$ cat src/rtl/multicycle_ctrl_if.sv
// Control/status bundle between the multicycle control FSM and the shared datapath.
// The controller (master) drives the strobes and selects. The datapath (slave) supplies instruction fields and flags.
interface multicycle_ctrl_if #(
   parameter int ST_W = 4
);
   logic [6:0]      op;
   logic [2:0]      funct3;
   logic            funct7b5;
   logic            zero;
   logic            mem_ready;
   logic            PCWrite;
   logic            AdrSrc;
   logic            MemWrite;
   logic            IRWrite;
   logic [1:0]      ResultSrc;
   logic [1:0]      ALUSrcA;
   logic [1:0]      ALUSrcB;
   logic [2:0]      ALUControl;
   logic [1:0]      ImmSrc;
   logic            RegWrite;
   logic            instr_retire;
   logic            illegal_instr;
   logic [ST_W-1:0] state_o;

   modport master (
      input  op, funct3, funct7b5, zero, mem_ready,
      output PCWrite, AdrSrc, MemWrite, IRWrite, ResultSrc, ALUSrcA, ALUSrcB,
             ALUControl, ImmSrc, RegWrite, instr_retire, illegal_instr, state_o
   );

   modport slave (
      output op, funct3, funct7b5, zero, mem_ready,
      input  PCWrite, AdrSrc, MemWrite, IRWrite, ResultSrc, ALUSrcA, ALUSrcB,
             ALUControl, ImmSrc, RegWrite, instr_retire, illegal_instr, state_o
   );
endinterface

$ cat src/rtl/multicycle_ctrl.sv
// Control FSM for a multicycle RV32I core with a shared ALU, memory and register file.
// It sequences fetch, decode, execute, memory and writeback, and it stalls on mem_ready.
module multicycle_ctrl #(
   parameter int ST_W = 4
) (
   input  logic              clk,
   input  logic              rst,
   multicycle_ctrl_if.master bus
);
   localparam logic [ST_W-1:0] S_FETCH    = ST_W'(0);
   localparam logic [ST_W-1:0] S_DECODE   = ST_W'(1);
   localparam logic [ST_W-1:0] S_MEMADR   = ST_W'(2);
   localparam logic [ST_W-1:0] S_MEMREAD  = ST_W'(3);
   localparam logic [ST_W-1:0] S_MEMWB    = ST_W'(4);
   localparam logic [ST_W-1:0] S_MEMWRITE = ST_W'(5);
   localparam logic [ST_W-1:0] S_EXECR    = ST_W'(6);
   localparam logic [ST_W-1:0] S_EXECI    = ST_W'(7);
   localparam logic [ST_W-1:0] S_ALUWB    = ST_W'(8);
   localparam logic [ST_W-1:0] S_BEQ      = ST_W'(9);
   localparam logic [ST_W-1:0] S_JAL      = ST_W'(10);
   localparam logic [ST_W-1:0] S_ILLEGAL  = ST_W'(11);

   localparam logic [6:0] OP_LW  = 7'b0000011;
   localparam logic [6:0] OP_SW  = 7'b0100011;
   localparam logic [6:0] OP_R   = 7'b0110011;
   localparam logic [6:0] OP_I   = 7'b0010011;
   localparam logic [6:0] OP_BEQ = 7'b1100011;
   localparam logic [6:0] OP_JAL = 7'b1101111;

   localparam logic [1:0] AOP_ADD   = 2'd0;
   localparam logic [1:0] AOP_SUB   = 2'd1;
   localparam logic [1:0] AOP_FUNCT = 2'd2;

   function automatic logic [2:0] alu_decode(input logic [1:0] alu_op, input logic [2:0] f3,
                                             input logic is_rtype, input logic f7b5);
      logic [2:0] ctl;
      ctl = 3'b000;
      if (alu_op == AOP_SUB) begin
         ctl = 3'b001;
      end else if (alu_op == AOP_FUNCT) begin
         case (f3)
            3'b000:  ctl = (is_rtype && f7b5) ? 3'b001 : 3'b000; // addi ignores instr[30]
            3'b010:  ctl = 3'b101;
            3'b110:  ctl = 3'b011;
            3'b111:  ctl = 3'b010;
            default: ctl = 3'b000;
         endcase
      end
      return ctl;
   endfunction

   logic [ST_W-1:0] state_q, state_d;
   logic            illegal_q, illegal_d;
   logic [1:0]      alu_op;
   logic            pc_write, mem_write, ir_write, reg_write, retire;

   always_comb begin
      state_d           = state_q;
      alu_op            = AOP_ADD;
      pc_write          = 1'b0;
      mem_write         = 1'b0;
      ir_write          = 1'b0;
      reg_write         = 1'b0;
      retire            = 1'b0;
      bus.AdrSrc        = 1'b0;
      bus.ResultSrc     = 2'b00;
      bus.ALUSrcA       = 2'b00;
      bus.ALUSrcB       = 2'b00;
      case (state_q)
         S_FETCH: begin
            bus.ALUSrcB   = 2'b10;
            bus.ResultSrc = 2'b10;
            pc_write      = bus.mem_ready;
            ir_write      = bus.mem_ready;
            if (bus.mem_ready) state_d = S_DECODE;
         end
         S_DECODE: begin
            bus.ALUSrcA = 2'b01;
            bus.ALUSrcB = 2'b01;
            case (bus.op)
               OP_LW, OP_SW: state_d = S_MEMADR;
               OP_R:         state_d = S_EXECR;
               OP_I:         state_d = S_EXECI;
               OP_BEQ:       state_d = S_BEQ;
               OP_JAL:       state_d = S_JAL;
               default:      state_d = S_ILLEGAL;
            endcase
         end
         S_MEMADR: begin
            bus.ALUSrcA = 2'b10;
            bus.ALUSrcB = 2'b01;
            state_d     = (bus.op == OP_LW) ? S_MEMREAD : S_MEMWRITE;
         end
         S_MEMREAD: begin
            bus.AdrSrc = 1'b1;
            if (bus.mem_ready) state_d = S_MEMWB;
         end
         S_MEMWB: begin
            bus.ResultSrc = 2'b01;
            reg_write     = 1'b1;
            retire        = 1'b1;
            state_d       = S_FETCH;
         end
         S_MEMWRITE: begin
            bus.AdrSrc = 1'b1;
            mem_write  = 1'b1;
            retire     = bus.mem_ready;
            if (bus.mem_ready) state_d = S_FETCH;
         end
         S_EXECR: begin
            bus.ALUSrcA = 2'b10;
            alu_op      = AOP_FUNCT;
            state_d     = S_ALUWB;
         end
         S_EXECI: begin
            bus.ALUSrcA = 2'b10;
            bus.ALUSrcB = 2'b01;
            alu_op      = AOP_FUNCT;
            state_d     = S_ALUWB;
         end
         S_ALUWB: begin
            reg_write = 1'b1;
            retire    = 1'b1;
            state_d   = S_FETCH;
         end
         S_BEQ: begin
            bus.ALUSrcA = 2'b10;
            alu_op      = AOP_SUB;
            pc_write    = bus.zero;
            retire      = 1'b1;
            state_d     = S_FETCH;
         end
         S_JAL: begin
            bus.ALUSrcA = 2'b01;
            bus.ALUSrcB = 2'b10;
            pc_write    = 1'b1;
            state_d     = S_ALUWB; // ALUWB writes PC+4 into rd
         end
         S_ILLEGAL: state_d = S_ILLEGAL;
         default:   state_d = S_FETCH;
      endcase
      illegal_d = illegal_q | (state_q == S_ILLEGAL);
   end

   always_comb begin
      case (bus.op)
         OP_SW:   bus.ImmSrc = 2'b01;
         OP_BEQ:  bus.ImmSrc = 2'b10;
         OP_JAL:  bus.ImmSrc = 2'b11;
         default: bus.ImmSrc = 2'b00;
      endcase
   end

   // Architectural strobes are gated during reset so that the reset cycle makes no partial writes.
   assign bus.PCWrite       = pc_write  & ~rst;
   assign bus.MemWrite      = mem_write & ~rst;
   assign bus.IRWrite       = ir_write  & ~rst;
   assign bus.RegWrite      = reg_write & ~rst;
   assign bus.instr_retire  = retire    & ~rst;
   assign bus.ALUControl    = alu_decode(alu_op, bus.funct3, bus.op == OP_R, bus.funct7b5);
   assign bus.illegal_instr = illegal_q;
   assign bus.state_o       = state_q;

   always_ff @(posedge clk) begin
      if (rst) begin
         state_q   <= S_FETCH;
         illegal_q <= 1'b0;
      end else begin
         state_q   <= state_d;
         illegal_q <= illegal_d;
      end
   end
endmodule

$ cat src/flat_wrapper.sv
// flat-port wrapper written by rule: the top's interface ports become plain ports
module multicycle_ctrl_flat 
#(
   parameter int ST_W = 4
)
  (clk, rst, bus_op, bus_funct3, bus_funct7b5, bus_zero, bus_mem_ready, bus_PCWrite, bus_AdrSrc, bus_MemWrite, bus_IRWrite, bus_ResultSrc, bus_ALUSrcA, bus_ALUSrcB, bus_ALUControl, bus_ImmSrc, bus_RegWrite, bus_instr_retire, bus_illegal_instr, bus_state_o);
  multicycle_ctrl_if #(.ST_W(ST_W)) bus_i ();
  input  logic clk;
  input  logic rst;
  input wire logic [$bits(bus_i.op)-1:0] bus_op;
  input wire logic [$bits(bus_i.funct3)-1:0] bus_funct3;
  input wire logic [$bits(bus_i.funct7b5)-1:0] bus_funct7b5;
  input wire logic [$bits(bus_i.zero)-1:0] bus_zero;
  input wire logic [$bits(bus_i.mem_ready)-1:0] bus_mem_ready;
  output wire logic [$bits(bus_i.PCWrite)-1:0] bus_PCWrite;
  output wire logic [$bits(bus_i.AdrSrc)-1:0] bus_AdrSrc;
  output wire logic [$bits(bus_i.MemWrite)-1:0] bus_MemWrite;
  output wire logic [$bits(bus_i.IRWrite)-1:0] bus_IRWrite;
  output wire logic [$bits(bus_i.ResultSrc)-1:0] bus_ResultSrc;
  output wire logic [$bits(bus_i.ALUSrcA)-1:0] bus_ALUSrcA;
  output wire logic [$bits(bus_i.ALUSrcB)-1:0] bus_ALUSrcB;
  output wire logic [$bits(bus_i.ALUControl)-1:0] bus_ALUControl;
  output wire logic [$bits(bus_i.ImmSrc)-1:0] bus_ImmSrc;
  output wire logic [$bits(bus_i.RegWrite)-1:0] bus_RegWrite;
  output wire logic [$bits(bus_i.instr_retire)-1:0] bus_instr_retire;
  output wire logic [$bits(bus_i.illegal_instr)-1:0] bus_illegal_instr;
  output wire logic [$bits(bus_i.state_o)-1:0] bus_state_o;
  assign bus_i.op = bus_op;
  assign bus_i.funct3 = bus_funct3;
  assign bus_i.funct7b5 = bus_funct7b5;
  assign bus_i.zero = bus_zero;
  assign bus_i.mem_ready = bus_mem_ready;
  assign bus_PCWrite = bus_i.PCWrite;
  assign bus_AdrSrc = bus_i.AdrSrc;
  assign bus_MemWrite = bus_i.MemWrite;
  assign bus_IRWrite = bus_i.IRWrite;
  assign bus_ResultSrc = bus_i.ResultSrc;
  assign bus_ALUSrcA = bus_i.ALUSrcA;
  assign bus_ALUSrcB = bus_i.ALUSrcB;
  assign bus_ALUControl = bus_i.ALUControl;
  assign bus_ImmSrc = bus_i.ImmSrc;
  assign bus_RegWrite = bus_i.RegWrite;
  assign bus_instr_retire = bus_i.instr_retire;
  assign bus_illegal_instr = bus_i.illegal_instr;
  assign bus_state_o = bus_i.state_o;
  multicycle_ctrl #(.ST_W(ST_W)) u_core (.clk(clk), .rst(rst), .bus(bus_i));
endmodule
$ cat config.mk
export PLATFORM = sky130hd
export DESIGN_NAME = multicycle_ctrl_flat
export DESIGN_NICKNAME = d
export VERILOG_FILES = /design/src/rtl/multicycle_ctrl_if.sv /design/src/rtl/multicycle_ctrl.sv /design/src/flat_wrapper.sv
export SDC_FILE = /design/constraint.sdc
export NUM_CORES = 1
export LEC_CHECK = 0
export ABC_AREA = 0
export BUFFER_PORTS_ARGS = -buffer_cell sky130_fd_sc_hd__buf_2
export CAP_MARGIN = 5
export CORE_UTILIZATION = 30
export DETAILED_ROUTE_END_ITERATION = 8
export PLACE_DENSITY = 0.58
export SYNTH_ARGS = -nofsm -noshare
export SYNTH_HDL_FRONTEND = slang
export SYNTH_SLANG_ARGS = --single-unit
$ cat constraint.sdc
create_clock -name clk -period 1.9 [get_ports clk]
set_clock_uncertainty 0.1 [all_clocks]
set_input_delay 0.38 -clock clk [delete_from_list [all_inputs] [get_ports clk]]
set_output_delay 0.38 -clock clk [all_outputs]
set_load 0.05 [all_outputs]
==> flow_metrics.env, run 1 <==
export IMPL_leakagePower_nw=0.6154
export IMPL_hold_path_class="flop to flop"
export IMPL_synthAdderAreaFrac=0
export IMPL_finalCritPeriodShare=1.010
export IMPL_initial_utilization=0.3293
export IMPL_tritoncts="yes"
export IMPL_gp_congestion=0.8268
export IMPL_io_pins=37
export IMPL_p_seq_frac=0.114
export IMPL_worstPathRequired_ns=1.42
export IMPL_synth_xor_area_frac=0.03506
export IMPL_n_antenna_cell=0
export IMPL_setup_viol=2
export IMPL_grt_max_degree=13
export IMPL_hold_viol_final=0
export IMPL_power_frac_comb=0.824
export IMPL_synth_top_family_by_area="simple AND/OR/NAND/NOR gates"
export IMPL_ys_warn_count=0
export IMPL_antenna_found_initial=0
export IMPL_portBuffers=36
export IMPL_syn_to_final_growth_pct=94.32
export IMPL_power_density_mw_per_mm2=1454
export IMPL_p_int_w=0.0009447
export IMPL_drtIter0Drc=17
export IMPL_track_usage=0.2183
export IMPL_num_vias=1076
export IMPL_vias_per_cell=5.604
export IMPL_clock_power_share=0.062
export IMPL_grt_pass1_vias=1027
export IMPL_yosysSeqAreaShare=0.1336
export IMPL_drc=0
export IMPL_violations="negative setup slack"
export IMPL_relSlewSlack=0.7234
export IMPL_yosys_area_share_simple=0.4708
export IMPL_die_w_um=51.98
export IMPL_setup_slack_ns=-0.01840
export IMPL_avgSynthCellArea_um2=7.206
export IMPL_arrival_ns=1.44
export IMPL_rsz0062_at_grt="yes"
export IMPL_final_util=0.6399
export IMPL_min_period_ns=1.918
export IMPL_cts_sinks=5
export IMPL_crit_type="flop to primary output"
export IMPL_root_buffer="clkbuf_4"
export IMPL_maxSlewViolCount=0
export IMPL_drive_gt1_frac=0.6159
export IMPL_tightest_slew_ns=0.4096
export IMPL_ys_types=46
export IMPL_max_freq_mhz=521.3
export IMPL_core_area_mm2=0.002276
export IMPL_die_area_mm2=0.002702
export IMPL_clk_pin_slew_ns=0.05
export IMPL_syn_area_um2=749.5
export IMPL_synthMuxAreaShare=0.01336
export IMPL_syn_nets=119
export IMPL_syn_inst=104
export IMPL_critPathCaptureType="primary output"
export IMPL_hpwl_um=1804
export IMPL_cts_buffers=3
export IMPL_swShare=0.5539
export IMPL_drt_wirelength_per_cell_um=14.94
export IMPL_die_y_um=51.98
export IMPL_status="complete, but fails checks"
export IMPL_grt_overflow=0
export IMPL_grt_pass1_wl_um=4416
export IMPL_h_tree_depth=1
export IMPL_wirelength_um=2869
export IMPL_synth_compound_area_share=0.2621
export IMPL_clock_latency_ns=0.26
export IMPL_r2r_slack_ns=0.02
export IMPL_hold_buffers=0
export IMPL_clk_path_buf_depth=2
export IMPL_rows=17
export IMPL_final_cell_mix="buf_2, buf_4, buf_6"
export IMPL_irDropWorstVdd_v=0.001313
export IMPL_setup_tns_final_ns=-0.02978
export IMPL_synth_seq_cells=5
export IMPL_nNetsFinal=180
export IMPL_dr_pass1_iters=6
export IMPL_p_sw_w=0.001173
export IMPL_worstPathMaxFanout=7
export IMPL_cp_start_kind="flop"
export IMPL_layout_commonest_cell="buf_2"
export IMPL_antenna_left=0
export IMPL_maxCapViolCount=0
per-stage QoR:
stage / instance area [um^2] / setup WS, ns / hold WS (ns) / std cells / power [W]
detailed placement: 1181 / -0.07228 / 0.3539 / 172 / 0.001661
finish: 1456 / -0.01840 / 0.3552 / 192 / 0.002118
global route: 1456 / -0.07280 / 0.3792 / 192 / 0.002227
CTS: 1359 / -0.007435 / 0.3637 / 187 / 0.001986
global placement: 1181 / -0.01082 / 0.3476 / 172 / 0.001653
floorplan: 960.9 / -0.1502 / 0.4381 / 104 / 0.001451
cell families (layout without fill, tap and decap cells):
group / count (synthesis) / after routing
and+or+nand+nor: 56 / 56
AOI/OAI and AO/OA: 28 / 28
buffers and inverters: 11 / 71
DFF: 5 / 5
xor gates and xnor gates: 3 / 3
muxes: 1 / 1
registers in the layout, indices dropped and copies added (netlist names):
name / count
u_core.bus.illegal_instr: 1
u_core.bus.state_o: 4
worst max-delay path: stages, from the launching register on:
cell and delay [ns]:
dfxtp_4 0.37, buf_6 0.14, o32a_1 0.37, nor3_4 0.13
buf_6 0.18
Yosys cell counts, drive strengths merged:
master,number,area share
nor2,12,0.060
buf,8,0.070
nand2,8,0.040
a21oi,7,0.047
nand2b,6,0.050
dfxtp,5,0.13
nor4b,5,0.087
o21ai,4,0.027
a31oi,3,0.025
nand3,3,0.020
nand4,3,0.025
nor3,3,0.020
xnor2,3,0.035
and2,2,0.017
and4b,2,0.027
inv,2,0.010
nor2b,2,0.017
nor3b,2,0.027
nor4,2,0.017
a211oi,1,0.010
a21boi,1,0.010
a221oi,1,0.012
a222oi,1,0.013
a22oi,1,0.010
a311oi,1,0.020
a31o,1,0.012
and3,1,0.0084
and3b,1,0.012
and4,1,0.012
clkbuf,1,0.0050
mux2i,1,0.013
o211ai,1,0.010
o21a,1,0.010
o21bai,1,0.010
o31ai,1,0.010
o32a,1,0.013
o32ai,1,0.012
o41ai,1,0.012
or2,1,0.0084
or2b,1,0.010
or3,1,0.015
power groups by stage:
stage / sequential, W / combinational, W / clock [W]
detailed placement: 0.000299 / 0.00136 / 0
floorplan: 0.000296 / 0.00116 / 0
CTS: 0.000241 / 0.00161 / 0.000135
global route: 0.000247 / 0.00184 / 0.000139
global placement: 0.000298 / 0.00135 / 0
finish: 0.000242 / 0.00174 / 0.000131
layer usage:
layer  part of all wire  vias to the layer above  global-route usage
met2               0.50                       40              0.3932
met4             0.0059                        0             0.02703
met3              0.053                        4             0.05263
met5                  0                        -                   0
li1                   -                      515                   -
met1               0.44                      517              0.2643
area by class of cell:
class                      count  area (um^2)
fill                         206        819.5
inverter                       2        7.507
clock buffer                   4        26.28
multi-input combinational     88        774.5
sequential                     5        115.1
timing repair buffer          65        498.0
tap                           28        35.03
timing repair:
item,4_1_cts,5_1_grt
pin swaps,2,6
resized for setup,19,19
setup endpoints to repair,9,11
buffers inserted,11,5
path summary, 6_finish.rpt:
kind,start,end,cells after the start
worst max-delay path,u_core.bus.state_o[1],bus_PCWrite,4
worst min-delay path,u_core.bus.illegal_instr,u_core.bus.illegal_instr,2
worst max register to register,u_core.bus.state_o[3],u_core.bus.state_o[2],6
worst min register to register,u_core.bus.illegal_instr,u_core.bus.illegal_instr,2
Power figures use the tool's default switching activity.
==> run 2, diff against run 1 <==
--- a/config.mk
+++ b/config.mk
@@ -11,6 +11,7 @@
 export CORE_UTILIZATION = 30
 export DETAILED_ROUTE_END_ITERATION = 8
 export PLACE_DENSITY = 0.58
+export SKIP_LAST_GASP = 1
 export SYNTH_ARGS = -nofsm -noshare
 export SYNTH_HDL_FRONTEND = slang
 export SYNTH_SLANG_ARGS = --single-unit
==> flow_metrics.env, run 2 (synthesis results as in run 1) <==
export IMPL_worstPathCellList="nor2b_4 -> nand2_2 -> nor4b_4 -> buf_6"
export IMPL_relSlewSlack=0.7295
export IMPL_critPathCaptureType="primary output"
export IMPL_dr_pass1_iters=4
export IMPL_status="complete, but fails checks"
export IMPL_n_antenna_cell=0
export IMPL_drt_wirelength_per_cell_um=13.85
export IMPL_drtIter0Drc=23
export IMPL_syn_to_final_growth_pct=82.80
export IMPL_antenna_found_initial=0
export IMPL_worstPathRequired_ns=1.42
export IMPL_hpwl_um=1804
export IMPL_antenna_left=0
export IMPL_finalCritPeriodShare=1.012
export IMPL_io_pins=37
export IMPL_root_buffer="clkbuf_4"
export IMPL_arrival_ns=1.44
export IMPL_hold_viol_final=0
export IMPL_grt_pass1_wl_um=4402
export IMPL_grt_overflow=0
export IMPL_cp_depth=4
export IMPL_drive_gt1_frac=0.5813
export IMPL_tightest_slew_ns=0.4004
export IMPL_max_stage_delay_ns=0.41
export IMPL_leakagePower_nw=0.5671
export IMPL_violations="negative setup slack"
export IMPL_num_vias=1042
export IMPL_maxCapViolCount=0
export IMPL_clock_latency_ns=0.25
export IMPL_worstReg2RegStart="u_core.bus.state_o[3]"
export IMPL_irDropWorstVdd_v=0.001240
export IMPL_setup_slack_ns=-0.02264
export IMPL_vias_per_cell=5.543
export IMPL_r2r_slack_ns=0.02
export IMPL_cts_buffers=3
export IMPL_cp_start_kind="flop"
export IMPL_core_area_mm2=0.002276
export IMPL_drc=0
export IMPL_hold_ws_ns=0.3545
export IMPL_clk_pin_slew_ns=0.05
export IMPL_track_usage=0.2177
export IMPL_rsz0062_at_grt="yes"
export IMPL_nNetsFinal=176
export IMPL_die_w_um=51.98
export IMPL_power_density_mw_per_mm2=1465
export IMPL_final_util=0.6020
export IMPL_grt_pass1_vias=1024
export IMPL_min_period_ns=1.923
export IMPL_grt_max_degree=13
export IMPL_final_cell_mix="buf_2, buf_4, nor2_1"
export IMPL_portBuffers=36
export IMPL_wirelength_um=2604
export IMPL_die_area_mm2=0.002702
export IMPL_crit_type="flop to primary output"
export IMPL_setup_viol=4
export IMPL_critPathSlowestCell="dfxtp_4"
export IMPL_rows=17
export IMPL_max_freq_mhz=520.1
export IMPL_crit_family="simple AND/OR/NAND/NOR gates"
export IMPL_cts_sinks=5
export IMPL_critPathLaunch="u_core.bus.state_o[1]"
export IMPL_hold_path_class="flop to flop"
export IMPL_tritoncts="yes"
export IMPL_h_tree_depth=1
export IMPL_clk_path_buf_depth=2
export IMPL_worstPathMaxFanout=11
export IMPL_r2r_end="u_core.bus.state_o[2]"
export IMPL_gp_congestion=0.8268
export IMPL_largest_register_ffs=4
export IMPL_endpoint="bus_ALUControl[2]"
export IMPL_die_y_um=51.98
export IMPL_maxSlewViolCount=0
export IMPL_initial_utilization=0.3293
export IMPL_worst_path_buf_inv=1
export IMPL_worstRegToRegCells=6
[run 2: cell count changes in the layout (fill, tap and decap cells not counted), sizes merged]
cell	previous run	this run
buf	63	58
clkbuf	6	7
[run 2: worst min-delay path by stage]
| stage | start | to | slack [ns] | cells after the start |
|---|---|---|---|---|
| finish | u_core.bus.illegal_instr | u_core.bus.illegal_instr | 0.35 | 2 |
| CTS | u_core.bus.illegal_instr | u_core.bus.illegal_instr | 0.36 | 2 |
| global placement | u_core.bus.illegal_instr | u_core.bus.illegal_instr | 0.35 | 2 |
| global route | u_core.bus.illegal_instr | u_core.bus.illegal_instr | 0.38 | 2 |
| floorplan | rst | u_core.bus.state_o[0] | 0.44 | 3 |
| detailed placement | u_core.bus.illegal_instr | u_core.bus.illegal_instr | 0.35 | 2 |
[run 2: what timing repair did]
item / 4_1_cts / 5_1_grt
gates resized for setup: 17 / 4
setup endpoints to repair: 9 / 11
pin swaps: 0 / 0
buffers inserted: 11 / 1
hold buffers: 0 / 0
[run 2: layout make-up]
class	count	area, um^2
inverters	2	7.507
flip-flops and latches	5	115.1
fillers	216	905.9
well taps	28	35.03
clock buffers	4	26.28
repair buffers	61	434.2
multi-input cells	88	752.0
[run 2: metrics by stage]
stage                     setup slack, ns  cell area, um^2  instances  total power (W)  TNS [ns]
after floorplan                   -0.1502            960.9        104         0.001451   -0.5632
after global placement           -0.01082             1181        172         0.001653  -0.01082
after detailed placement         -0.07228             1181        172         0.001661  -0.07228
after CTS                        -0.02026             1351        187         0.001977  -0.07078
after global routing             -0.09255             1370        188         0.002125   -0.4521
final                            -0.02264             1370        188         0.002008  -0.05048
[run 2: where the power goes]
| part | switching (W) | leakage, nW | internal, W |
|---|---|---|---|
| combinational | 0.000990 | 0.508 | 0.000650 |
| clock | 0.0000491 | 0.0150 | 0.0000797 |
| sequential | 0.0000868 | 0.0437 | 0.000151 |
| total | 0.00113 | 0.567 | 0.000881 |
[run 2: worst reg2reg max path: cells and delay by family, from the launching register on]
family	cells	cell delay [ns]
flip-flops	1	0.39
buffers and inverters	2	0.31
AO/OA/AOI/OAI	3	0.64
AND/OR/NAND/NOR	1	0.33
[run 2: layer usage]
metal	wire [um]	up-vias	global-route usage
li1	-	507	-
met1	1171	503	0.2626
met2	1298	30	0.3932
met4	5	0	0.02703
met3	130	2	0.05263
met5	0	-	0
==> run 3, diff against run 2 <==
--- a/config.mk
+++ b/config.mk
@@ -6,7 +6,7 @@
 export NUM_CORES = 1
 export LEC_CHECK = 0
 export ABC_AREA = 0
-export BUFFER_PORTS_ARGS = -buffer_cell sky130_fd_sc_hd__buf_2
+export BUFFER_PORTS_ARGS = -buffer_cell sky130_fd_sc_hd__clkbuf_2
 export CAP_MARGIN = 5
 export CORE_UTILIZATION = 30
 export DETAILED_ROUTE_END_ITERATION = 8
==> flow_metrics.env, run 3 (synthesis results as in run 1) <==
export IMPL_hold_path_class="flop to flop"
export IMPL_power_frac_comb=0.817
export IMPL_cp_depth=5
export IMPL_max_freq_mhz=519.2
export IMPL_worstPathMaxFanout=6
export IMPL_core_area_mm2=0.002276
export IMPL_clk_pin_slew_ns=0.05
export IMPL_drt_wirelength_per_cell_um=13.37
export IMPL_crit_type="flop to primary output"
export IMPL_antenna_found_initial=0
export IMPL_violations="negative setup slack"
export IMPL_cp_start_kind="flop"
export IMPL_min_to="u_core.bus.illegal_instr"
export IMPL_status="complete, but fails checks"
export IMPL_h_tree_depth=1
export IMPL_place_area_mm2=0.001226
export IMPL_worstRegToRegCells=6
export IMPL_clk_path_buf_depth=2
export IMPL_p_sw_w=0.001124
export IMPL_hold_ws_ns=0.3844
export IMPL_die_area_mm2=0.002702
export IMPL_max_stage_delay_ns=0.36
export IMPL_dr_pass1_iters=4
export IMPL_worstPathRequired_ns=1.42
export IMPL_hpwl_um=1899
export IMPL_setup_slack_ns=-0.02605
export IMPL_grt_max_degree=20
export IMPL_place_inst=178
export IMPL_maxSlewViolCount=0
export IMPL_die_y_um=51.98
export IMPL_maxCapViolCount=0
export IMPL_rsz0062_at_grt="yes"
export IMPL_drive_gt1_frac=0.5802
export IMPL_power_density_mw_per_mm2=1436
export IMPL_wirelength_um=2541
export IMPL_nNetsFinal=178
export IMPL_relSlewSlack=0.7378
export IMPL_hold_buffers=0
export IMPL_tightest_slew_ns=0.3932
export IMPL_antenna_left=0
export IMPL_min_period_ns=1.926
export IMPL_critPathCaptureType="primary output"
export IMPL_critPathLaunch="u_core.bus.state_o[1]"
export IMPL_arrival_ns=1.45
export IMPL_final_cell_mix="buf_4, clkbuf_2, nor2_1"
export IMPL_p_int_w=0.0008972
export IMPL_gp_congestion=0.8421
export IMPL_layout_commonest_cell="buf_4"
export IMPL_critPathSlowestCell="dfxtp_4"
export IMPL_syn_to_final_growth_pct=87.81
export IMPL_n_fill_cell=194
export IMPL_die_w_um=51.98
export IMPL_tritoncts="yes"
export IMPL_p_total_w=0.002021
export IMPL_worstReg2RegStart="u_core.bus.state_o[3]"
export IMPL_portBuffers=36
export IMPL_crit_family="simple AND/OR/NAND/NOR gates"
export IMPL_worstPathCellList="buf_6 -> or2_4 -> nor3_4 -> and3b_2 -> buf_8"
export IMPL_cts_buffers=3
export IMPL_num_vias=1042
export IMPL_r2r_end="u_core.bus.state_o[2]"
export IMPL_min_from="u_core.bus.illegal_instr"
export IMPL_initial_utilization=0.3293
export IMPL_root_buffer="clkbuf_4"
export IMPL_swShare=0.5561
export IMPL_cts_sinks=5
export IMPL_worstHoldPathCells=2
export IMPL_setup_viol=3
export IMPL_largest_register_ffs=4
export IMPL_worst_path_buf_inv=2
export IMPL_vias_per_cell=5.484
export IMPL_grt_pass1_wl_um=4374
export IMPL_drtIter0Drc=18
export IMPL_clock_latency_ns=0.24
export IMPL_n_antenna_cell=0
export IMPL_clock_power_share=0.060
export IMPL_track_usage=0.2092
export IMPL_io_pins=37
export IMPL_drc=0
export IMPL_finalCritPeriodShare=1.014
export IMPL_irDropWorstVdd_v=0.001180
export IMPL_hold_viol_final=0
export IMPL_grt_pass1_vias=955
export IMPL_r2r_slack_ns=0.07
export IMPL_grt_overflow=0
export IMPL_final_area_mm2=0.001408
export IMPL_leakagePower_nw=0.5886
export IMPL_final_cells=190
export IMPL_p_seq_frac=0.123
export IMPL_rows=17
==> run 3: cell types whose count changed in the layout (fill, tap and decap cells not counted), moves of 2 or more <==
cell,delta
buf_2,-24
clkbuf_2,+24
buf_6,-5
clkbuf_8,+4
buf_8,+2
==> run 3: per-stage QoR <==
stage | setup WS, ns | utilization | TNS (ns)
after floorplan | -0.1502 | - | -0.5632
after global placement | -0.007783 | 0.5388 | -0.007783
after detailed placement | -0.05870 | 0.5388 | -0.05870
after CTS | -0.05237 | 0.6047 | -0.1590
after global routing | -0.08600 | 0.6185 | -0.4444
final | -0.02605 | 0.6185 | -0.04273
==> run 3: layout make-up <==
class	count	area [um^2]	share of cell area
clock buffers	4	26.28	0.01867
well taps	28	35.03	0.02489
repair buffers	63	470.5	0.3342
multi-input cells	88	753.2	0.5351
inverters	2	7.507	0.005333
flip-flops and latches	5	115.1	0.08178
==> run 3: how the worst max path moves through the flow <==
stage,slack [ns],to
6_report,-0.03,bus_IRWrite
2_1_floorplan,-0.15,bus_MemWrite
3_3_place_gp,-0.008,bus_ALUControl[0]
3_5_place_dp,-0.06,bus_ALUControl[0]
5_1_grt,-0.09,bus_IRWrite
4_1_cts,-0.05,bus_IRWrite
==> run 3: timing repair <==
| item | in CTS | in global routing |
|---|---|---|
| setup buffers | 8 | 1 |
| setup endpoints to repair | 10 | 14 |
| pin swaps | 2 | 5 |
| resized for setup | 18 | 12 |
==> run 3: power by group through the flow <==
stage / Combinational, W / Sequential [W] / Clock [W]
floorplan: 0.00116 / 0.000296 / 0
global placement: 0.00140 / 0.000298 / 0
detailed placement: 0.00142 / 0.000296 / 0
CTS: 0.00159 / 0.000249 / 0.000128
global route: 0.00177 / 0.000261 / 0.000133
finish: 0.00165 / 0.000249 / 0.000122
==> run 3: layer usage <==
metal / routed length (um) / track usage / vias up
met3: 94 / 0.03801 / 0
met4: 0 / 0.009009 / 0
met1: 1191 / 0.2852 / 503
li1: - / - / 512
met5: 0 / 0 / -
met2: 1254 / 0.3547 / 27
==> run 3: worst min-delay path, stage by stage (launching register included) <==
cell     delay (ns)
dfxtp_1        0.32
a31oi_1        0.04
nor2_1         0.08
